==> config.mk <==
export PLATFORM = sky130hd
export DESIGN_NAME = cdb_wb_arbiter
export DESIGN_NICKNAME = d
export VERILOG_FILES = /design/src/rtl/cdb_wb_arbiter.sv
export SDC_FILE = /design/constraint.sdc
export NUM_CORES = 1
export LEC_CHECK = 0
export BUFFER_PORTS_ARGS = -buffer_cell sky130_fd_sc_hd__buf_2
export CAP_MARGIN = 25
export CORE_UTILIZATION = 39
export CTS_BUF_LIST = sky130_fd_sc_hd__clkbuf_16
export DETAILED_ROUTE_END_ITERATION = 6
export PLACE_DENSITY_LB_ADDON = 0.1
export SYNTH_ARGS = -nofsm -noshare
export SYNTH_HDL_FRONTEND = slang
export SYNTH_SLANG_ARGS = --single-unit
==> constraint.sdc <==
create_clock -name clk -period 7.4 [get_ports clk]
set_input_delay 1.48 -clock clk [delete_from_list [all_inputs] [get_ports clk]]
set_output_delay 1.48 -clock clk [all_outputs]
set_load 0.05 [all_outputs]
==> src/rtl/cdb_wb_arbiter.sv <==
// Round-robin arbiter sharing the commit_rename writeback port among N_FU functional units.
// One registered output stage. A flush drops the held packet. Saturating conflict counter.
//
// out_v | meaning
// 0     | output stage empty; can accept a grant
// 1     | packet held on wb_pkt; a grant is allowed only when wb_ready drains it
module cdb_wb_arbiter #(
  parameter int  N_FU    = 3,
  parameter int  N_FU_W  = $clog2(N_FU),
  parameter int  CNT_W   = 16,
  parameter type fu_wb_t = logic [31:0]
) (
  input  logic                  clk,
  input  logic                  rst_n,
  input  logic [N_FU-1:0]       fu_valid,
  output logic [N_FU-1:0]       fu_ready,
  input  fu_wb_t [N_FU-1:0]     fu_pkt,
  output logic                  wb_valid,
  input  logic                  wb_ready,
  output fu_wb_t                wb_pkt,
  input  logic                  flush_valid,
  output logic [N_FU_W-1:0]     grant_idx,
  output logic [CNT_W-1:0]      conflict_cnt
);

  logic              out_v;
  fu_wb_t            out_pkt;
  logic [N_FU_W-1:0] rr_ptr;
  logic [N_FU_W-1:0] win;
  logic [N_FU_W-1:0] cand;
  logic              grant;
  logic              can_load;
  int                idx;

  // rst_n is folded in so no FU sees a handshake while reset is held
  assign can_load = rst_n && (!out_v || wb_ready) && !flush_valid;

  always_comb begin
    grant = 1'b0;
    win   = '0;
    idx   = 0;
    cand  = '0;
    for (int k = 0; k < N_FU; k++) begin
      idx = int'(rr_ptr) + k;
      if (idx >= N_FU) idx = idx - N_FU;
      cand = N_FU_W'(idx);
      if (can_load && !grant && fu_valid[cand]) begin
        grant = 1'b1;
        win   = cand;
      end
    end
  end

  assign fu_ready  = grant ? (N_FU'(1) << win) : '0;
  assign grant_idx = win;
  assign wb_valid  = out_v;
  assign wb_pkt    = out_pkt;

  always_ff @(posedge clk or negedge rst_n) begin
    if (!rst_n) begin
      out_v        <= 1'b0;
      out_pkt      <= '0;
      rr_ptr       <= '0;
      conflict_cnt <= '0;
    end else begin
      if (flush_valid) begin
        out_v <= 1'b0;
      end else if (grant) begin
        out_v   <= 1'b1;
        out_pkt <= fu_pkt[win];
        rr_ptr  <= (win == N_FU_W'(N_FU - 1)) ? '0 : win + N_FU_W'(1);
      end else if (wb_ready) begin
        out_v <= 1'b0;
      end
      if (grant && ($countones(fu_valid) >= 2) && (conflict_cnt != '1))
        conflict_cnt <= conflict_cnt + CNT_W'(1);
    end
  end

endmodule

==> results.json <==
{
  "cap_violations": 0,
  "synth_top_family_by_area": "compound AO/OA/AOI/OAI gates",
  "crit_fanout": 55,
  "antenna_found_initial": 0,
  "rows": 32,
  "die-width_um": 91.3,
  "routedWlPerCell_um": 14.9,
  "crit_arrival_ns": 3.65,
  "core_area_um2": 7730,
  "synth_nets": 435,
  "viasPerCell": 5.38,
  "end_kind": "output port",
  "p_per_area_nw_per_um2": 404,
  "start_kind": "input port",
  "die-height_um": 91.3,
  "setup.worst_path.end": "grant_idx[1]",
  "fillerInstances": 716,
  "drc": 0,
  "drtAntennaViolNets": 0,
  "num_antenna_cells": 0,
  "hold_path.class": "register to register",
  "fmax_mhz": 195,
  "dr.pass1.iters": 4,
  "startpoint": "flush_valid",
  "setup_viol": 0,
  "yosysWarnings": 0,
  "post-cts-setup-buffers": 0,
  "overflow": 0,
  "leakage_uw": 0.00210,
  "synth.avg_cell_area_um2": 9.50,
  "num_vias": 3078,
  "cts_tree": "built",
  "root_buffer": "clkbuf_16",
  "nNetsFinal": 578,
  "irDropWorstVdd_uv": 250,
  "worstSkewPairLatency_ns": 0.28,
  "synth_edf_count": 0,
  "cts.repair.resized": 0,
  "muxShareOfSynthArea_pct": 1.73,
  "clkTransAtPathRegs_ns": 0.07,
  "r2r_cells": 6,
  "totalPowerFinal_uw": 1660,
  "rrSetupSlack_ns": 4.62,
  "fin_crit_ns": 5.13,
  "synth-seq-cells": 51,
  "yosysSeqAreaShare_pct": 41.1,
  "drive_above_1_share_pct": 37.9,
  "clock_sinks": 51,
  "globalplace.congestion": 0.865,
  "cts_htree_levels": 2,
  "die-area_um2": 8330,
  "pre_cts_ws_ns": 2.25,
  "synth_xor_area_share_pct": 3.95,
  "r2r_end": "wb_pkt[4]",
  "grt_pass1_wl_um": 13500,
  "io_pins": 157,
  "hold_slack_ns": 0.489,
  "hold_violations": 0,
  "wirelength_um": 8530,
  "period_share_pct": 69.3,
  "drtIter0Drc": 110,
  "synthAdderAreaFrac_pct": 2.01,
  "clk_path_buf_depth": 2,
  "holdBufCountCts": 0,
  "grt_pass1_vias": 2676,
  "synthArstFlopShare_pct": 100,
  "worstHoldPathCells": 1,
  "grtUsageTotal_pct": 20.2,
  "r2r_start": "rr_ptr[0]",
  "multi_input_area_um2": 1590,
  "finalMaxSlewViolations": 0,
  "critPathKind": "input port to output port",
  "setup_tns_ns": 0,
  "io_buffers": 156,
  "synth_simple_gate_area_share_pct": 14.1,
  "netlist_area_um2": 3110,
  "clock_skew_ns": 0.00560,
  "synth-compound-area-share_pct": 28.7,
  "grt_max_degree": 56,
  "synth_cell_types": 45,
  "relSlewSlack_pct": 39.8,
  "status": "complete, no violations",
  "start_util_pct": 40.2,
  "worstMarginPinSlew_ns": 0.903,
  "synth-main-ff-cell": "dfrtp_1",
  "rsz0062_at_grt": "no",
  "dpl.hpwl_um": 6000,
  "cts_buffers": 5,
  "cp.required_ns": 5.92,
  "min-delay-start": "conflict_cnt[10]",
  "syn_to_final_growth_pct": 32.1,
  "synth_cells": 327,
  "seqCellArea_um2": 1280,
  "setup_ws_ns": 2.27
}
state kept, by name, summed over array words and instances (netlist names):
signal and flops:
wb_pkt 32, conflict_cnt 16, rr_ptr 2, wb_valid 1
critical path, stage by stage:
cell	delay [ns]
buf_2	0.10
nand2b_1	0.20
nor2_4	0.09
buf_4	0.47
a22o_2	0.86
buf_2	0.40
synth_stat cells, drive strengths merged, types with 6 or more instances:
cell	count	area share, %
a32oi	25	7.0
dfrtp	51	41
a22oi	7	1.7
nand3	12	1.9
nor2	29	3.5
a31oi	27	5.6
nand4	7	1.4
buf	14	3.1
and3	7	1.4
clkbuf	11	1.3
inv	33	4.0
a211o	20	5.6
nand2	6	0.72
xnor2	11	3.1
o211ai	14	3.5
power breakdown:
| group | switching [uW] | internal (uW) |
|---|---|---|
| clock | 99.9 | 157 |
| combinational | 703 | 261 |
| sequential | 57.7 | 381 |
| total | 861 | 798 |
cells in the final DEF, fill, tap and decap left out, types with 2 or more instances in the layout:
cell / count
a21oi_1: 4
nand2b_1: 5
nand4_1: 7
nand3_1: 12
o211ai_1: 13
ha_1: 5
xnor2_1: 11
and3_1: 7
xor2_1: 3
a32oi_1: 25
a211o_1: 20
mux2_2: 2
dfrtp_1: 51
and2_1: 3
buf_4: 4
a22oi_1: 7
mux2i_1: 2
nand2_1: 6
nor2b_1: 3
o21ai_1: 2
a31oi_1: 26
buf_2: 156
nor2_1: 28
clkbuf_16: 5
and3b_1: 2
a21o_1: 2
and4_1: 5
inv_1: 34
cell type report:
cell class	count	area share [%]
multi-input cells	218	38.7
repair buffers	161	20.2
inverters	33	3.02
clock inverters	2	0.823
clock buffers	5	3.05
flip-flops and latches	51	31.1
well taps	102	3.11
worst min-delay path by stage:
stage	to	slack (ns)
floorplan	rr_ptr[1]	0.52
global placement	conflict_cnt[10]	0.47
detailed placement	conflict_cnt[4]	0.48
CTS	conflict_cnt[4]	0.49
global route	conflict_cnt[10]	0.52
finish	conflict_cnt[10]	0.49
through the flow:
| stage | instance area [um^2] | instances | utilization (%) |
|---|---|---|---|
| floorplan | 3110 | 327 | - |
| finish | 4110 | 572 | 53.1 |
| detailed placement | 3950 | 565 | 51.1 |
| CTS | 4110 | 572 | 53.1 |
| global placement | 3930 | 564 | 50.8 |
| global route | 4110 | 572 | 53.1 |
per-layer routing:
| metal | routed length, um | part of all wire [%] | global-route usage (%) |
|---|---|---|---|
| met1 | 4020 | 47 | 28.7 |
| met3 | 499 | 5.9 | 4.19 |
| met5 | 0 | 0 | 0 |
| met2 | 3970 | 47 | 31.8 |
| met4 | 37 | 0.43 | 4.37 |
cells by family (layout without fill, tap and decap cells):
family | after synthesis | in the layout
AOI/OAI and AO/OA | 111 | 111
xor gates and xnor gates | 14 | 14
buffers and inverters | 58 | 201
adders and majority gates | 5 | 5
and+or+nand+nor | 83 | 83
DFF | 51 | 51
muxes | 5 | 5
Power figures use the tool's default switching activity.
